`src/rtl/stoch_to_bin.sv`:
```
// Counts the ones in a unipolar stochastic bitstream over a window of 2**WIDTH
// accepted samples and publishes the total on `value` with a one-cycle `done` pulse.
module stoch_to_bin #(
    parameter int               WIDTH       = 8,
    parameter logic [WIDTH:0]   RESET_VALUE = '0
) (
    input  logic             clk,
    input  logic             rst,
    input  logic             start,
    input  logic             x,
    input  logic             in_valid,
    output logic             busy,
    output logic             done,
    output logic [WIDTH:0]   value
);

    typedef enum logic {
        IDLE  = 1'b0,
        COUNT = 1'b1
    } state_t;

    state_t             state;
    logic [WIDTH-1:0]   scnt;
    logic [WIDTH:0]     acc;
    logic [WIDTH:0]     acc_next;
    logic               last_sample;

    // acc is one bit wider than scnt so an all-ones window reaches 2**WIDTH exactly.
    assign acc_next    = acc + (WIDTH+1)'(x);
    assign last_sample = (scnt == '1);

    always_ff @(posedge clk or posedge rst) begin
        if (rst) begin
            state <= IDLE;
            scnt  <= '0;
            acc   <= '0;
            busy  <= 1'b0;
            done  <= 1'b0;
            value <= RESET_VALUE;
        end else begin
            done <= 1'b0;
            case (state)
                IDLE: begin
                    // x on the start cycle is deliberately not sampled.
                    if (start) begin
                        state <= COUNT;
                        busy  <= 1'b1;
                        scnt  <= '0;
                        acc   <= '0;
                    end
                end
                COUNT: begin
                    if (in_valid) begin
                        acc  <= acc_next;
                        scnt <= scnt + WIDTH'(1);
                        if (last_sample) begin
                            value <= acc_next;
                            done  <= 1'b1;
                            busy  <= 1'b0;
                            state <= IDLE;
                        end
                    end
                end
                default: begin
                    state <= IDLE;
                    busy  <= 1'b0;
                end
            endcase
        end
    end

endmodule

```
`config.mk`:
```
export PLATFORM = sky130hd
export DESIGN_NAME = stoch_to_bin
export DESIGN_NICKNAME = d
export VERILOG_FILES = /design/src/rtl/stoch_to_bin.sv
export SDC_FILE = /design/constraint.sdc
export NUM_CORES = 1
export LEC_CHECK = 0
export CAP_MARGIN = 0
export CORE_ASPECT_RATIO = 0.75
export CORE_MARGIN = 2
export CORE_UTILIZATION = 49
export CTS_CLUSTER_DIAMETER = 80
export DETAILED_ROUTE_END_ITERATION = 10
export PLACE_DENSITY = 0.75
export SYNTH_ARGS = -nofsm -noshare
export SYNTH_HDL_FRONTEND = slang
export SYNTH_SLANG_ARGS = --single-unit
```
`constraint.sdc`:
```
create_clock -name clk -period 1.5 [get_ports clk]
set_input_delay 0.3 -clock clk [delete_from_list [all_inputs] [get_ports clk]]
set_output_delay 0.3 -clock clk [all_outputs]
set_load 0.03 [all_outputs]
```
==> impl_metrics.env, run 1 <==
export IMPL_cts_buffers=5
export IMPL_rows=16
export IMPL_initial_core_util_pct=52.2
export IMPL_area_delta_synth_final_pct=31.5
export IMPL_drv_cap=0
export IMPL_yosys_area_share_simple_pct=19.0
export IMPL_antennaDiodeCount=0
export IMPL_routedWlPerCell_um=13.6
export IMPL_synth_top_cell_area_share_pct=52.6
export IMPL_finalSetupViolCount=1
export IMPL_synthXorXnorAreaFrac_pct=4.44
export IMPL_p_leak_nw=0.895
export IMPL_synthArstFlopShare_pct=100
export IMPL_grt_first_pass_wirelength_um=4860
export IMPL_nNetsFinal=174
export IMPL_final_area_um2=1810
export IMPL_portBuffers=15
export IMPL_ys_seq_area_share_pct=52.6
export IMPL_syn_inst=132
export IMPL_drc=0
export IMPL_reg2regPathDepth=6
export IMPL_r2r_start="acc[0]"
export IMPL_holdBufCountCts=0
export IMPL_dpl_cell_area_um2=1660
export IMPL_hold_class="input pin to asynchronous set/reset pin"
export IMPL_antenna_found_initial=0
export IMPL_insertion_delay_ps=280
export IMPL_synth_area_leaders="dfrtp_1 53%, o21ai_0 6.9%, nand2_1 5.2%, ha_1 2.7%, xor2_1 2.5%"
export IMPL_synth_compound_area_share_pct=13.2
export IMPL_arrival_ps=1720
export IMPL_startpoint_type="flip-flop"
export IMPL_fillers=222
export IMPL_drive_above_1_share_pct=22.8
export IMPL_drtPass1Iterations=4
export IMPL_die_w_um=65.3
export IMPL_via_per_inst=5.38
export IMPL_dieArea_um2=3260
export IMPL_violations="negative setup slack"
export IMPL_ys_warn_count=0
export IMPL_crit_fanout=3
export IMPL_fmax_mhz=662
export IMPL_synthMostInstantiatedCell="dfrtp_1"
export IMPL_pin_count=16
export IMPL_powerDensity_nw_per_um2=1050
export IMPL_ys_types=36
export IMPL_h_tree_depth=2
export IMPL_grt_max_degree=30
export IMPL_final_hold_violation_count=0
export IMPL_grt_pass1_vias=1106
export IMPL_synth_top_family_by_area="simple AND/OR/NAND/NOR gates"
export IMPL_setup_tns_ps=-10.5
export IMPL_fin_ws_ps=-10.5
export IMPL_syn_nets=140
export IMPL_grt_usage_pct=19.9
export IMPL_syn_area_per_cell_um2=10.5
export IMPL_place_gp_congestion=0.828
export IMPL_tritoncts="yes"
export IMPL_worstSetupStartpoint="acc[0]"
export IMPL_root_buffer="clkbuf_8"
export IMPL_r2r_end="acc[8]"
export IMPL_crit_type="flip-flop to flip-flop"
export IMPL_worstMarginPinSlew_ps=415
export IMPL_synth_ff_type="dfrtp_1"
export IMPL_slew_headroom_pct=72.4
export IMPL_synth_mux_area_share_pct=4.62
export IMPL_drv_slew=0
export IMPL_period_minus_slack_ps=1510
export IMPL_ys_ff_latch=29
export IMPL_worstSetupEndpoint="acc[8]"
export IMPL_synth_common_cells="29 x dfrtp_1, 19 x nand2_1, 19 x o21ai_0, 9 x nor2_1, 5 x nand3_1"
export IMPL_skew_ps=7.42
export IMPL_finalCritPeriodShare_pct=101
export IMPL_clkTransAtPathRegs_ps=60
export IMPL_synth_edf_count=0
export IMPL_dp_hpwl_um=1950
export IMPL_clock_sinks=29
export IMPL_dr_total_vias=1092
export IMPL_grt_overflow=0
export IMPL_synthAdderAreaFrac_pct=2.72
export IMPL_clock_path_buffers=2
export IMPL_required_ps=1710
export IMPL_die_h_um=50.0
export IMPL_ant_nets=0
export IMPL_core_um2=2640
export IMPL_yosys_area_top_type="dfrtp_1"
export IMPL_routed_wl_um=2760
export IMPL_status="finished with violations"
export IMPL_endpoint_kind="flip-flop"
export IMPL_vdd_drop_max_mv=0.744
export IMPL_synth_area_um2=1380
export IMPL_rsz0062_at_grt="yes"
export IMPL_rrSetupSlack_ps=-10
export IMPL_drtIter0Drc=25
## layer usage
layer | wire length (um) | up-vias | global-route usage, % | share of wire (%)
li1 | - | 534 | - | -
met1 | 1340 | 532 | 24.9 | 49
met2 | 1280 | 21 | 31.6 | 46
met3 | 98 | 5 | 5.71 | 3.5
met4 | 40 | 0 | 9.38 | 1.4
met5 | 0 | - | 0 | 0
## sequential cells by signal, summed over array words and instances, names as in the netlist
signal and flops:
busy 1, acc 9, state 1, scnt 8, done 1, value 9
## where the power goes
part           internal (mW)  total (mW)  switching (mW)  leakage (nW)
sequential             0.877       0.996           0.120         0.384
combinational          0.165       0.307           0.142         0.465
clock                  0.320       0.596           0.276        0.0450
## stage by stage
| step | cells | setup slack, ps | hold WS (ps) | power (mW) | util (%) |
|---|---|---|---|---|---|
| after global routing | 203 | -57.0 | 435 | 2.01 | 68.7 |
| after global placement | 193 | -406 | 460 | 1.26 | 63.0 |
| after CTS | 203 | -64.2 | 402 | 1.91 | 66.9 |
| final | 203 | -10.5 | 386 | 1.90 | 68.7 |
| after detailed placement | 193 | -441 | 472 | 1.29 | 63.0 |
| after floorplan | 132 | 36.9 | 378 | 1.16 | - |
## logic make-up after synthesis
group           after synthesis
simple gates                 49
compound gates               31
flops                        29
xor+xnor                      7
buf+inv                       7
mux                           6
fa+ha+maj                     3
## critical path, stage by stage, from the launching register on
cell,delay (ps)
dfrtp_1,390
ha_4,170
ha_4,130
and4_4,240
nand4_4,110
or3_1,330
o21ai_1,70
## timing repair
action,4_1_cts,5_1_grt
endpoints found under the hold margin,0,0
setup buffers,2,1
setup endpoints to repair,23,12
pin swaps,3,3
resized for setup,18,13
gates cloned,0,0
## worst min-delay path by stage
stage,endpoint,slack [ps],depth (start not counted)
after floorplan,acc[0],380,1
after global placement,value[7],460,2
after detailed placement,value[5],470,2
after CTS,value[8],400,3
after global routing,scnt[1],440,3
final,scnt[1],390,3
## final cells by class
cell class | count | area, um^2 | area share (%)
clock buffers | 6 | 72.6 | 4.00
clock inverters | 2 | 10.0 | 0.552
inverters | 2 | 7.51 | 0.414
multi-input cells | 96 | 683 | 37.7
flip-flops and latches | 29 | 726 | 40.0
well taps | 36 | 45.0 | 2.48
repair buffers | 32 | 270 | 14.9
## cell usage in the layout (no fill, tap or decap), drive strengths merged, types with 2 or more instances in the layout
| cell | instances |
|---|---|
| clkbuf | 6 |
| o31ai | 2 |
| ha | 3 |
| clkdlybuf4s50 | 3 |
| xor2 | 4 |
| nand2 | 19 |
| a21oi | 2 |
| o21ai | 19 |
| nor2 | 9 |
| xnor2 | 3 |
| nand4 | 2 |
| and3 | 4 |
| inv | 2 |
| mux2i | 3 |
| dfrtp | 29 |
| buf | 17 |
| mux2 | 3 |
| nand3 | 6 |
| dlygate4sd2 | 12 |
| a22o | 3 |
| clkinv | 2 |
| and4 | 3 |
Note: power is estimated with default switching activity, not from simulation.
==> run 2: changes to the inputs <==
==> constraint.sdc (replaced) <==
create_clock -name clk -period 1.5 [get_ports clk]
set_input_delay 0.225 -clock clk [delete_from_list [all_inputs] [get_ports clk]]
set_output_delay 0.225 -clock clk [all_outputs]
set_load 0.03 [all_outputs]
==> run 2 against run 1 <==
  * The flow now finishes without violations
  * Non-clock buffer count stayed put
  * Setup slack better by 13 ps
  * Wire length is 0.29% higher
  * First-iteration DRC count is 40% higher
  * Total power is 6.3% higher
  * Sequential share of layout area is 0.14 points lower
  * Utilization is 0.24 points higher
  * Global-route usage is 0.65 points higher
  * Register-to-register slack hardly changed
  * Highest routed layer unchanged
==> impl_metrics.env, run 2 (synthesized netlist as in run 1, its figures left out) <==
export IMPL_status="finished, final reports clean"
export IMPL_skew_ps=8.39
export IMPL_seq_area_um2=726
export IMPL_antennaDiodeCount=0
export IMPL_pin_count=16
export IMPL_root_buffer="clkbuf_8"
export IMPL_final_hold_violation_count=0
export IMPL_endpoint_kind="flip-flop"
export IMPL_dieArea_um2=3260
export IMPL_layout_common_cells="29 x dfrtp_1, 18 x nand2_1, 17 x o21ai_0, 16 x buf_4, 12 x dlygate4sd2_1"
export IMPL_rsz0062_at_grt="yes"
export IMPL_powerDensity_nw_per_um2=1110
export IMPL_r2r_start="acc[0]"
export IMPL_clkTransAtPathRegs_ps=70
export IMPL_drtPass1Iterations=4
export IMPL_initial_core_util_pct=52.2
export IMPL_clock_sinks=29
export IMPL_period_minus_slack_ps=1500
export IMPL_routed_wl_um=2770
export IMPL_grt_usage_pct=20.5
export IMPL_tritoncts="yes"
export IMPL_p_sw_mw=0.555
export IMPL_drv_slew=0
export IMPL_grt_pass1_vias=1066
export IMPL_final_common_cell="dfrtp_1"
export IMPL_routedWlPerCell_um=13.6
export IMPL_antenna_found_initial=0
export IMPL_p_leak_nw=0.883
export IMPL_multi_input_area_um2=674
export IMPL_grt_max_degree=30
export IMPL_via_per_inst=5.48
export IMPL_rows=16
export IMPL_crit_fanout=3
export IMPL_place_gp_congestion=0.826
export IMPL_crit_type="flip-flop to flip-flop"
export IMPL_seqPwrFrac_pct=49.2
export IMPL_p_int_mw=1.46
export IMPL_crit_slowest_cell="dfrtp_1"
export IMPL_drtIter0Drc=35
export IMPL_die_h_um=50.0
export IMPL_arrival_ps=1720
export IMPL_top_regs="acc: 9 flops, value: 9 flops, scnt: 8 flops"
export IMPL_drc=0
export IMPL_required_ps=1720
export IMPL_pwr_share_comb_pct=15.6
export IMPL_fin_util_pct=68.9
export IMPL_insertion_delay_ps=290
export IMPL_portBuffers=15
export IMPL_max_stage_delay_ps=400
export IMPL_holdBufCountCts=0
export IMPL_finalSetupViolCount=0
export IMPL_ant_nets=0
export IMPL_p_sw_share_pct=27.5
export IMPL_die_w_um=65.3
export IMPL_finalCritPeriodShare_pct=99.8
export IMPL_vdd_drop_max_mv=0.995
export IMPL_totalPowerFinal_mw=2.02
export IMPL_fillers=222
export IMPL_cts_buffers=5
export IMPL_crit_buf_inv=0
export IMPL_h_tree_depth=2
export IMPL_path_delay_family="simple AND/OR/NAND/NOR gates"
export IMPL_hold_class="input pin to asynchronous set/reset pin"
export IMPL_nNetsFinal=174
export IMPL_path_cells="ha_4 -> ha_4 -> and4_4 -> nand4_4 -> or3_1 -> o21ai_1"
export IMPL_worstMarginPinSlew_ps=462
export IMPL_fmax_mhz=668
export IMPL_grt_first_pass_wirelength_um=4950
export IMPL_drv_cap=0
export IMPL_dr_total_vias=1113
export IMPL_p_clk_share_pct=35.2
export IMPL_slew_headroom_pct=69.2
export IMPL_area_delta_synth_final_pct=31.9
export IMPL_crit_top_cell="ha_4"
export IMPL_clock_path_buffers=2
export IMPL_worstSetupStartpoint="acc[0]"
export IMPL_drive_above_1_share_pct=24.6
export IMPL_startpoint_type="flip-flop"
export IMPL_grt_overflow=0
export IMPL_dp_hpwl_um=1950
export IMPL_core_um2=2640
## run 2: power groups by stage
stage / combinational (mW) / sequential (mW) / clock [mW]
6_report: 0.316 / 0.992 / 0.711
5_1_grt: 0.361 / 1.01 / 0.760
4_1_cts: 0.296 / 0.987 / 0.722
3_5_place_dp: 0.289 / 1.00 / 0
3_3_place_gp: 0.266 / 0.989 / 0
2_1_floorplan: 0.188 / 0.976 / 0
## run 2: what timing repair did
action | 4_1_cts | 5_1_grt
gates resized for setup | 15 | 12
buffers inserted | 1 | 2
hold endpoints to repair | 0 | 0
gates cloned | 0 | 0
pin swaps | 1 | 2
endpoints found under the setup margin | 18 | 12
## run 2: per-layer routing
metal	GRT usage [%]	share of wire [%]	routed length (um)	vias up
li1	-	-	-	533
met1	27.4	47	1300	553
met2	30.6	47	1300	19
met3	5.48	4.3	120	8
met4	10.4	1.6	45	0
met5	0	0	0	-
## run 2: layout make-up
class | count | share of cell area [%]
flip-flops and latches | 29 | 39.9
multi-input cells | 96 | 37.0
repair buffers | 32 | 14.6
clock buffers | 7 | 5.29
well taps | 36 | 2.47
inverters | 2 | 0.412
clock inverters | 1 | 0.275
## run 2: path summary, 6_finish.rpt
kind                            slack [ps]  depth (start not counted)  endpoint
worst min-delay path                   300                          3  value[8]
worst min register to register         470                          2  value[5]
max in group asynchronous              910                          3    acc[0]
worst max-delay path                     3                          6    acc[8]
min in group clk                       470                          3  value[0]
worst max register to register           3                          6    acc[8]
## run 2: tightest hold or removal path, delay by kind of cell
family | cells | cell delay (ps)
buffers and inverters | 3 | 780
## run 2: through the flow
step / hold WS, ps / setup WS (ps) / setup TNS, ps / std cells / cell area [um^2]
floorplan: 303 / 36.9 / 0 / 132 / 1400
global placement: 460 / -330 / -4810 / 192 / 1660
detailed placement: 472 / -359 / -5300 / 192 / 1660
CTS: 320 / -42.9 / -79.1 / 201 / 1760
global route: 375 / -57.4 / -262 / 203 / 1820
finish: 304 / 2.81 / 0 / 203 / 1820
==> run 3: changes to the inputs <==
--- a/config.mk
+++ b/config.mk
@@ -12,6 +12,7 @@
 export CTS_CLUSTER_DIAMETER = 80
 export DETAILED_ROUTE_END_ITERATION = 10
 export PLACE_DENSITY = 0.75
+export SKIP_CTS_REPAIR_TIMING = 1
 export SYNTH_ARGS = -nofsm -noshare
 export SYNTH_HDL_FRONTEND = slang
 export SYNTH_SLANG_ARGS = --single-unit
==> run 3 against run 2 <==
  * Clock power about the same
  * Hold slack better by 3.3 ps
  * Maximum frequency down 1.2%
  * Global-route usage down 0.098 points
  * The flow now finishes with violations (negative setup slack)
  * Critical path type unchanged
  * Via count down 1.1%
  * Flip-flop and latch count unchanged
  * Final area up 1.9%
  * Highest routed layer unchanged
  * Setup slack worse by 19 ps
==> impl_metrics.env, run 3 (synthesized netlist as in run 1, its figures left out) <==
export IMPL_antennaDiodeCount=0
export IMPL_drive_above_1_share_pct=22.9
export IMPL_clock_path_buffers=2
export IMPL_totalPowerFinal_mw=2.02
export IMPL_cts_buffers=5
export IMPL_worstMarginPinSlew_ps=447
export IMPL_r2r_start="acc[0]"
export IMPL_required_ps=1720
export IMPL_dp_hpwl_um=1950
export IMPL_portBuffers=15
export IMPL_h_tree_depth=2
export IMPL_finalCritPeriodShare_pct=101
export IMPL_die_h_um=50.0
export IMPL_dieArea_um2=3260
export IMPL_fin_ws_ps=-16.0
export IMPL_drc=0
export IMPL_insertion_delay_ps=290
export IMPL_tritoncts="yes"
export IMPL_fin_cells=202
export IMPL_drv_cap=0
export IMPL_pin_count=16
export IMPL_root_buffer="clkbuf_8"
export IMPL_routedWlPerCell_um=13.9
export IMPL_hold_class="input pin to asynchronous set/reset pin"
export IMPL_startpoint_type="flip-flop"
export IMPL_endpoint_kind="flip-flop"
export IMPL_final_area_um2=1860
export IMPL_dpl_cell_area_um2=1660
export IMPL_grt_overflow=0
export IMPL_drtPass1Iterations=4
export IMPL_crit_fanout=3
export IMPL_via_per_inst=5.45
export IMPL_place_gp_congestion=0.826
export IMPL_crit_type="flip-flop to flip-flop"
export IMPL_layout_common_cells="29 x dfrtp_1, 19 x nand2_1, 16 x o21ai_0, 14 x buf_4, 12 x dlymetal6s2s_1"
export IMPL_rsz0062_at_grt="yes"
export IMPL_final_hold_violation_count=0
export IMPL_p_leak_nw=1.03
export IMPL_nNetsFinal=173
export IMPL_core_um2=2640
export IMPL_antenna_found_initial=0
export IMPL_skew_ps=8.12
export IMPL_grt_first_pass_wirelength_um=4920
export IMPL_ant_nets=0
export IMPL_final_common_cell="dfrtp_1"
export IMPL_rrSetupSlack_ps=-20
export IMPL_arrival_ps=1730
export IMPL_slew_headroom_pct=70.2
export IMPL_fmax_mhz=660
export IMPL_drtIter0Drc=48
export IMPL_grt_usage_pct=20.4
export IMPL_clock_sinks=29
export IMPL_powerDensity_nw_per_um2=1090
export IMPL_vdd_drop_max_mv=0.991
export IMPL_clkTransAtPathRegs_ps=70
export IMPL_r2r_end="acc[8]"
export IMPL_drv_slew=0
export IMPL_finalSetupViolCount=1
export IMPL_violations="negative setup slack"
export IMPL_area_delta_synth_final_pct=34.5
export IMPL_place_inst=192
export IMPL_grt_pass1_vias=1048
export IMPL_top_regs="acc: 9 flops, value: 9 flops, scnt: 8 flops"
export IMPL_routed_wl_um=2800
export IMPL_dr_total_vias=1101
export IMPL_rows=16
export IMPL_initial_core_util_pct=52.2
export IMPL_grt_max_degree=30
export IMPL_reg2regPathDepth=6
export IMPL_die_w_um=65.3
export IMPL_period_minus_slack_ps=1520
export IMPL_status="finished with violations"
==> run 3: cell types whose count changed in the layout (fill, tap and decap cells not counted), sizes merged <==
cell and change:
buf -1, dlygate4sd2 -12, dlymetal6s2s +12
==> run 3: worst max-delay path, cell delays in order, from the launching register on <==
cell and delay [ps]:
dfrtp_1 400, ha_4 170, ha_4 130, and4_4 250, nand4_4 110, or3_1 320, o21ai_1 70
==> run 3: stage by stage <==
stage / util (%) / TNS, ps / setup WS [ps] / hold slack, ps
after global placement: 62.7 / -4810 / -330 / 460
final: 70.2 / -16.0 / -16.0 / 307
after global routing: 70.2 / -88.0 / -64.4 / 373
after detailed placement: 62.7 / -5300 / -359 / 472
after CTS: 66.5 / -603 / -61.7 / 320
after floorplan: - / 0 / 36.9 / 303
==> run 3: report_power, final <==
part / internal [mW] / switching (mW) / total [mW]
Sequential: 0.877 / 0.115 / 0.992
Clock: 0.414 / 0.297 / 0.711
Combinational: 0.178 / 0.143 / 0.321
==> run 3: worst max-delay path by stage <==
stage,startpoint,cells past startpoint,slack (ps),to
floorplan,acc[0],6,40,acc[8]
global placement,x,7,-330,acc[8]
detailed placement,x,7,-360,acc[8]
CTS,x,7,-60,acc[8]
global route,acc[0],6,-60,acc[8]
finish,acc[0],6,-20,acc[8]
==> run 3: routing by layer <==
layer | share of wire, % | vias to the layer above | global-route usage (%)
met3 | 4.6 | 7 | 5.48
met4 | 2.1 | 0 | 10.4
met5 | 0 | - | 0
li1 | - | 531 | -
met1 | 46 | 541 | 27.6
met2 | 47 | 22 | 30.1
==> run 3: final cells by class <==
type	count	area (um^2)
fillers	214	787
clock inverters	1	5.00
repair buffers	31	308
inverters	2	7.51
multi-input cells	96	668
well taps	36	45.0
flip-flops and latches	29	726
clock buffers	7	96.3
